===== src/rtl/alu_regbank_unit_if.sv =====
// Bundles the register-bank and ALU signals of alu_regbank_unit.
// The master drives addresses, write data and ALU operands; the slave returns reads and results.
interface alu_regbank_unit_if;
  logic [4:0]  adrsReadA;
  logic [4:0]  adrsReadB;
  logic [4:0]  adrsWrite;
  logic        RegEn;
  logic [31:0] write;
  logic        jal;
  logic [31:0] readA;
  logic [31:0] readB;
  logic [5:0]  funct;
  logic [2:0]  alu_op;
  logic [31:0] alu_a;
  logic [31:0] alu_b;
  logic [2:0]  alu_sel;
  logic [31:0] alu_r;
  logic        alu_zero;

  modport master (
    output adrsReadA, adrsReadB, adrsWrite, RegEn, write, jal, funct, alu_op, alu_a, alu_b,
    input  readA, readB, alu_sel, alu_r, alu_zero
  );

  modport slave (
    input  adrsReadA, adrsReadB, adrsWrite, RegEn, write, jal, funct, alu_op, alu_a, alu_b,
    output readA, readB, alu_sel, alu_r, alu_zero
  );
endinterface


===== src/rtl/alu_regbank_unit.sv =====
// MIPS datapath core: 32x32 register bank with write-through bypass and JAL link redirect,
// ALU-control decoder and 32-bit combinational ALU.
module alu_regbank_unit (
  input logic               clk,
  input logic               reset,
  alu_regbank_unit_if.slave bus
);

  localparam logic [2:0] SelAnd  = 3'b000;
  localparam logic [2:0] SelOr   = 3'b001;
  localparam logic [2:0] SelAdd  = 3'b010;
  localparam logic [2:0] SelXor  = 3'b011;
  localparam logic [2:0] SelNor  = 3'b100;
  localparam logic [2:0] SelSltu = 3'b101;
  localparam logic [2:0] SelSub  = 3'b110;
  localparam logic [2:0] SelSlt  = 3'b111;

  logic [31:0] regs_q [32];
  logic [4:0]  wr_addr;
  logic        wr_en;
  logic [2:0]  alu_sel;
  logic [31:0] alu_r;

  // JAL links into r31; writes to r0 are dropped here so the bypass ignores them too.
  assign wr_addr = bus.jal ? 5'd31 : bus.adrsWrite;
  assign wr_en   = bus.RegEn && (wr_addr != 5'd0);

  always_ff @(posedge clk) begin
    if (!reset) begin
      for (int i = 0; i < 32; i++) begin
        regs_q[i] <= '0;
      end
    end else if (wr_en) begin
      regs_q[wr_addr] <= bus.write;
    end
  end

  // Reads are forced to zero while reset is asserted.
  always_comb begin
    bus.readA = '0;
    bus.readB = '0;
    if (reset) begin
      if (wr_en && (wr_addr == bus.adrsReadA)) begin
        bus.readA = bus.write;
      end else if (bus.adrsReadA != 5'd0) begin
        bus.readA = regs_q[bus.adrsReadA];
      end
      if (wr_en && (wr_addr == bus.adrsReadB)) begin
        bus.readB = bus.write;
      end else if (bus.adrsReadB != 5'd0) begin
        bus.readB = regs_q[bus.adrsReadB];
      end
    end
  end

  always_comb begin
    alu_sel = SelAdd;
    unique case (bus.alu_op)
      3'b000: alu_sel = SelAdd;
      3'b001: alu_sel = SelSub;
      3'b010: begin
        case (bus.funct)
          6'b100000, 6'b100001: alu_sel = SelAdd;
          6'b100010, 6'b100011: alu_sel = SelSub;
          6'b100100:            alu_sel = SelAnd;
          6'b100101:            alu_sel = SelOr;
          6'b100110:            alu_sel = SelXor;
          6'b100111:            alu_sel = SelNor;
          6'b101010:            alu_sel = SelSlt;
          6'b101011:            alu_sel = SelSltu;
          default:              alu_sel = SelAdd;
        endcase
      end
      3'b011: alu_sel = SelAnd;
      3'b100: alu_sel = SelOr;
      3'b101: alu_sel = SelSlt;
      3'b110: alu_sel = SelXor;
      3'b111: alu_sel = SelSltu;
    endcase
  end

  always_comb begin
    alu_r = '0;
    unique case (alu_sel)
      SelAnd:  alu_r = bus.alu_a & bus.alu_b;
      SelOr:   alu_r = bus.alu_a | bus.alu_b;
      SelAdd:  alu_r = bus.alu_a + bus.alu_b;
      SelXor:  alu_r = bus.alu_a ^ bus.alu_b;
      SelNor:  alu_r = ~(bus.alu_a | bus.alu_b);
      SelSltu: alu_r = {31'b0, bus.alu_a < bus.alu_b};
      SelSub:  alu_r = bus.alu_a - bus.alu_b;
      SelSlt:  alu_r = {31'b0, $signed(bus.alu_a) < $signed(bus.alu_b)};
    endcase
  end

  assign bus.alu_sel  = alu_sel;
  assign bus.alu_r    = alu_r;
  assign bus.alu_zero = (alu_r == 32'h0);

endmodule


===== src/flat_wrapper.sv =====
// flat-port wrapper written by rule: the top's interface ports become plain ports
module alu_regbank_unit_flat 
  (clk, reset, bus_adrsReadA, bus_adrsReadB, bus_adrsWrite, bus_RegEn, bus_write, bus_jal, bus_funct, bus_alu_op, bus_alu_a, bus_alu_b, bus_readA, bus_readB, bus_alu_sel, bus_alu_r, bus_alu_zero);
  alu_regbank_unit_if bus_i ();
  input logic clk;
  input logic reset;
  input wire logic [$bits(bus_i.adrsReadA)-1:0] bus_adrsReadA;
  input wire logic [$bits(bus_i.adrsReadB)-1:0] bus_adrsReadB;
  input wire logic [$bits(bus_i.adrsWrite)-1:0] bus_adrsWrite;
  input wire logic [$bits(bus_i.RegEn)-1:0] bus_RegEn;
  input wire logic [$bits(bus_i.write)-1:0] bus_write;
  input wire logic [$bits(bus_i.jal)-1:0] bus_jal;
  input wire logic [$bits(bus_i.funct)-1:0] bus_funct;
  input wire logic [$bits(bus_i.alu_op)-1:0] bus_alu_op;
  input wire logic [$bits(bus_i.alu_a)-1:0] bus_alu_a;
  input wire logic [$bits(bus_i.alu_b)-1:0] bus_alu_b;
  output wire logic [$bits(bus_i.readA)-1:0] bus_readA;
  output wire logic [$bits(bus_i.readB)-1:0] bus_readB;
  output wire logic [$bits(bus_i.alu_sel)-1:0] bus_alu_sel;
  output wire logic [$bits(bus_i.alu_r)-1:0] bus_alu_r;
  output wire logic [$bits(bus_i.alu_zero)-1:0] bus_alu_zero;
  assign bus_i.adrsReadA = bus_adrsReadA;
  assign bus_i.adrsReadB = bus_adrsReadB;
  assign bus_i.adrsWrite = bus_adrsWrite;
  assign bus_i.RegEn = bus_RegEn;
  assign bus_i.write = bus_write;
  assign bus_i.jal = bus_jal;
  assign bus_i.funct = bus_funct;
  assign bus_i.alu_op = bus_alu_op;
  assign bus_i.alu_a = bus_alu_a;
  assign bus_i.alu_b = bus_alu_b;
  assign bus_readA = bus_i.readA;
  assign bus_readB = bus_i.readB;
  assign bus_alu_sel = bus_i.alu_sel;
  assign bus_alu_r = bus_i.alu_r;
  assign bus_alu_zero = bus_i.alu_zero;
  alu_regbank_unit u_core (.clk(clk), .reset(reset), .bus(bus_i));
endmodule

===== config.mk =====
export PLATFORM = sky130hd
export DESIGN_NAME = alu_regbank_unit_flat
export DESIGN_NICKNAME = d
export VERILOG_FILES = /design/src/rtl/alu_regbank_unit_if.sv /design/src/rtl/alu_regbank_unit.sv /design/src/flat_wrapper.sv
export SDC_FILE = /design/constraint.sdc
export NUM_CORES = 2
export LEC_CHECK = 0
export CAP_MARGIN = 20
export CORE_AREA = 2 2 372 282
export CTS_CLUSTER_DIAMETER = 60
export DETAILED_ROUTE_END_ITERATION = 16
export DIE_AREA = 0 0 374 284
export PLACE_DENSITY = 0.87
export REMOVE_ABC_BUFFERS = 1
export SYNTH_ARGS = -nofsm -noshare
export SYNTH_HDL_FRONTEND = slang
export SYNTH_SLANG_ARGS = --single-unit

===== constraint.sdc =====
create_clock -name clk -period 10.5 [get_ports clk]
set_clock_uncertainty 0.05 [all_clocks]
set_input_delay 1.05 -clock clk [delete_from_list [all_inputs] [get_ports clk]]
set_output_delay 1.05 -clock clk [all_outputs]
set_load 0.01 [all_outputs]

Word level (Yosys, flattened, before mapping)
Memory sizes are Yosys's and may differ from the RTL's.
Cells that the tools add are included.

cells by class
  reductions and logical operators = 11
  order comparisons = 2
  eq/ne operators = 24
  add/sub/neg operators = 2
  muxes and demuxes = 17
  bitwise gates (word level) = 4

operator list
  operator                                              count
  one-hot mux 32 bit (8 select lines)                   1
  2-to-1 mux 32 bit                                     7
  less-than comparator 32 bit                           2
  equality test 6 bit (second input constant)           8
  adder 32 bit                                          1
  bitwise AND 32 bit                                    1
  logical NOT 32 bit                                    1
  NOT 32 bit                                            1
  bitwise OR 32 bit                                     1
  OR reduction 32 bit                                   1
  subtractor 32 bit                                     1
  XOR 32 bit                                            1
  equality test 3 bit (second input constant)           8
  one-hot mux 3 bit (8 select lines)                    1
  one-hot mux 3 bit (7 select lines)                    1
  nonzero test 5 bit                                    3
  equality test 3 x 2 -> 1 bit (second input constant)  4
  equality test 5 bit                                   2
  2-to-1 mux 5 bit                                      2
  equality test 3 x 1 -> 1 bit (second input constant)  2
  logical NOT 3 bit                                     2
  2-to-1 mux 1 bit                                      5
  logical AND 1 bit                                     3
  OR reduction 2 bit                                    1

word-level totals
  register bits after elaboration = 0
  memory bits (writable) = 1,024
  memories kept = 1
  logic and storage cells = 61
  input port bits = 124

memories
  name           depth  width  rd ports  clocked after memory_dff  wr ports  RTL line                text
  u_core.regs_q  32     32     2         0                         32        alu_regbank_unit.sv:18  logic [31:0] regs_q [32];

Longest topological paths before layout
  depth after elaboration = 8
  gate-level depth with buffers = 15

Worst setup path after synthesis
OpenSTA, ideal clock, no wires.

  path type = input to output
  start point = input port bus_alu_a[0]
  end point = output port bus_alu_zero
  data required time = 9.400 ns
  buffers on the path = 0
  arrival time = 4.192 ns
  stages on the path = 14
  setup slack = 5.208 ns
  cells stage by stage = inv_1 -> ha_1 -> fa_1 -> o21ba_2 -> or4_1 -> a21oi_1 -> or4b_1 -> a21boi_2 -> a221o_1 -> a21o_1 -> a2111o_1 -> nor4_2 -> nand4_1 -> nor3b_2

on the way
  cells in the longest elaborated chain, start to end = 4
  elaborated cells between the ends (all ways) = 10
  classes of those cells = add/sub: 2; order compare: 2; mux: 1; bitwise: 4; reduce/logical: 1

RTL lines
  element                                                    RTL line                text
  from (decl)                                                flat_wrapper.sv:15      input wire logic [$bits(bus_i.alu_a)-1:0] bus_alu_a;
  branches (longest 2 deep; another with subtractor 32 bit)  n/a
  one-hot mux 32 bit (8 select lines) *                      alu_regbank_unit.sv:84  unique case (alu_sel)
  logical NOT 32 bit *                                       alu_regbank_unit.sv:98  assign bus.alu_zero = (alu_r == 32'h0);
  to (decl)                                                  flat_wrapper.sv:21      output wire logic [$bits(bus_i.alu_zero)-1:0] bus_alu_zero;

Every way passes the cells marked *.

Worst setup path in the final report
  start point = input port bus_funct[2]
  end point = output port bus_alu_zero

on the way
  cells in the longest elaborated chain, start to end = 7
  elaborated cells between the ends (all ways) = 21
  classes of those cells = eq/ne: 15; mux: 3; reduce/logical: 3

RTL lines
  element                                      RTL line                text
  from (decl)                                  flat_wrapper.sv:13      input wire logic [$bits(bus_i.funct)-1:0] bus_funct;
  equality test 6 bit                          alu_regbank_unit.sv:62  case (bus.funct)
  OR reduction 2 bit                           alu_regbank_unit.sv:62
  one-hot mux 3 bit (7 select lines) *         alu_regbank_unit.sv:62
  one-hot mux 3 bit (8 select lines) *         alu_regbank_unit.sv:58  unique case (bus.alu_op)
  equality test 3 bit (tied with other cells)  alu_regbank_unit.sv:84
  one-hot mux 32 bit (8 select lines) *        alu_regbank_unit.sv:84
  logical NOT 32 bit *                         alu_regbank_unit.sv:98

Every way passes the cells marked *; elsewhere a longest branch is shown, timed or not.

==> impl_metrics.tcl <==
set metrics [dict create \
    wl_um 210000 \
    met3_length_um 37800 \
    htree_levels 3 \
    clk_pin_slew_ns 0.06 \
    critPathSlowestCell "nand3_1" \
    numCtsBuffers 101 \
    die_h_um 284 \
    hold_buffers 0 \
    synth_area_per_cell_um2 14.0 \
    synth-seq-area-share_pct 50.3 \
    global_route.usage.total_pct 39.1 \
    tightest_slew_ns 1.17 \
    grt_max_degree 111 \
    ant_nets 0 \
    core_um2 102000 \
    maxSlewHeadroom_pct 21.9 \
    grt_pass1_vias 43700 \
    grt_pass1_wl_um 299000 \
    synth.cell_area_um2 61100 \
    antenna_found_initial 18 \
    place_hpwl_um 126000 \
    drc 0 \
    post-cts-setup-buffers 0 \
    yosysWarnings 0 \
    finalInstanceArea_um2 68500 \
    whs_path_depth 2 \
    crit_path_max_fanout 37 \
    final_nets 4614 \
    viasPerCell 7.60 \
    n_fill_cell 6631 \
    num_rows 102 \
    async_reset_ff_share_pct 0 \
    drt_first_pass_iters 6 \
    tritoncts "built" \
    wirelength_met1_um 68200 \
    initial_core_util_pct 59.6 \
    crit_arrival_ns 6.24 \
    status "finished clean" \
    rsz0062_at_grt "no" \
    drive_gt1_share_pct 22.7 \
    whs_endpoint "u_core.regs_q[3][16]$_SDFFCE_PN0P_" \
    wl_per_cell_um 36.0 \
    top_register "u_core.regs_q" \
    dr_wl_met2_um 91300 \
    routed.top_layer "met5" \
    cp_slowest_stage_delay_ns 0.60 \
    die_area_um2 106000 \
    fin_crit_ns 7.34 \
    post_cts_resized 0 \
    timing_worst_setup_path_type "in -> out" \
    cts_buffer_depth 3 \
    largest_reg_flops 1024 \
    synth_ff_type "edfxtp_1" \
    max_freq_mhz 136 \
    areaGrowthSynthToFinish_pct 12.2 \
    io_pins 224 \
    hold_viol_final 0 \
    power-per-cell-area_nw_per_um2 152 \
    dpl_worst_slack_ns 3.27 \
    cts.sinks 1024 \
    end_kind "output pin" \
    start_kind "primary input" \
    leakage_nw 23.8 \
    tns_ns 0 \
    port_buffers 223 \
    syn_inst 4350 \
    synth_edf_count 1024 \
    vias 44400 \
    drtIter0Drc 8943 \
    finalSetupViolations 0 \
    fin_ws_ns 3.16 \
    reg.largest.list "u_core.regs_q (1024)" \
    crit_required_ns 9.40 \
    gp_congestion 0.974 \
    ys_ff_latch 1024 \
    vdd_drop_max_mv 0.151 \
    hold_class "in -> reg" \
    synthDistinctLibCells 97 \
    grt_overflow 0 \
    placed_area_um2 65000 \
    drv_slew 0 \
    path_cells "clkdlybuf4s50_1 -> nand3b_1 -> a2111o_1 -> nand2_4 -> inv_2 -> nand3_1 -> o221a_2 -> o21ai_1 -> o41a_1 -> a2111o_1 -> nor4_2 -> nand4_1 -> nor3b_2 -> clkdlybuf4s50_1" \
    die_width_um 374 \
    hold_start "reset" \
    max-cap-violations 0 \
    period_share_pct 69.9 \
    root_buffer "clkbuf_16" \
]
==> synthesized netlist by cell type (all sizes together) (23+ instances only) <==
library cell / n / area, um2
a21oi: 144 / 724
and2: 1002 / 6270
buf: 87 / 367
clkbuf: 346 / 1300
edfxtp: 1024 / 30700
ha: 96 / 1200
inv: 101 / 384
mux2i: 73 / 731
mux4: 640 / 14400
nand2: 69 / 267
nor2: 258 / 981
nor3: 30 / 150
o211ai: 25 / 188
o21ai: 81 / 405
xnor2: 23 / 201
==> per-layer routing <==
layer  GRT usage [%]  vias up
li1                -    16800
met1            52.3    21700
met3            15.1     1029
met5               0        -
met2            56.1     4864
met4            20.1       12
==> report_power, final <==
| group | total, mW | switching (mW) | internal, mW |
|---|---|---|---|
| Clock | 3.77 | 1.64 | 2.12 |
| Sequential | 4.86 | 0.133 | 4.72 |
| Combinational | 1.79 | 1.00 | 0.790 |
| Total | 10.4 | 2.78 | 7.64 |
==> cells in the final DEF, fill, tap and decap left out, types with 21 or more instances in the layout <==
master              n
nor2_1            224
and2_1           1001
o21ai_4            31
edfxtp_1         1024
mux2i_1            73
nor2_4             32
nand2_1            68
inv_1              97
o211ai_1           25
nand3_1            22
a21oi_1           143
xnor2_1            23
buf_4             110
clkbuf_16         102
clkbuf_1           21
nor3_1             28
ha_1               96
mux4_2            640
clkdlybuf4s50_1   212
o21ai_0            46
clkinv_1           21
conb_1             32
==> worst max-delay path by stage <==
stage                            start           end  slack (ns)  depth (start not counted)
final                     bus_funct[2]  bus_alu_zero        3.16                         14
after global routing      bus_funct[2]  bus_alu_zero        3.00                         14
after CTS                 bus_funct[2]  bus_alu_zero        3.27                         14
after detailed placement  bus_funct[2]  bus_alu_zero        3.27                         14
after global placement    bus_funct[2]  bus_alu_zero        3.42                         14
after floorplan                bus_jal  bus_readA[0]        4.17                          9
==> worst max-delay path, delay by kind of cell <==
family,cells,cell delay [ns]
AND/OR/NAND/NOR,6,1.91
buffers and inverters,3,1.49
AO/OA/AOI/OAI,5,1.76
==> cells by family (layout without fill, tap and decap cells) <==
kind of cell             Yosys count  in the layout  synth area share, %
flip-flops                      1024           1024                 50.3
buffers and inverters            535            628                 3.36
adder cells (fa/ha/maj)           98             98                 2.03
XOR/XNOR                          27             27                0.387
AO/OA/AOI/OAI                    462            462                 5.07
multiplexers                     716            716                 24.8
other                              1             50              0.00614
AND/OR/NAND/NOR                 1487           1487                 14.0
==> layout make-up <==
| class | instances | area, um2 | share of cell area, % |
|---|---|---|---|
| flip-flops and latches | 1024 | 30700 | 44.9 |
| multi-input cells | 2822 | 29000 | 42.4 |
| repair buffers | 341 | 3290 | 4.79 |
| clock buffers | 122 | 2610 | 3.80 |
| well taps | 1352 | 1690 | 2.47 |
| clock inverters | 63 | 738 | 1.08 |
| inverters | 102 | 390 | 0.570 |
| diodes | 18 | 45.0 | 0.0657 |
==> through the flow <==
step | hold slack [ns] | util [%] | total power, mW | instances
3_5_place_dp | 1.78 | 63.4 | 6.63 | 5635
3_3_place_gp | 1.76 | 63.4 | 6.58 | 5633
2_1_floorplan | 1.20 | - | 5.83 | 3948
4_1_cts | 1.07 | 66.7 | 10.3 | 5820
6_report | 1.10 | 66.9 | 10.4 | 5844
5_1_grt | 1.10 | 66.8 | 10.6 | 5831
(Power assumes the default switching activity.)
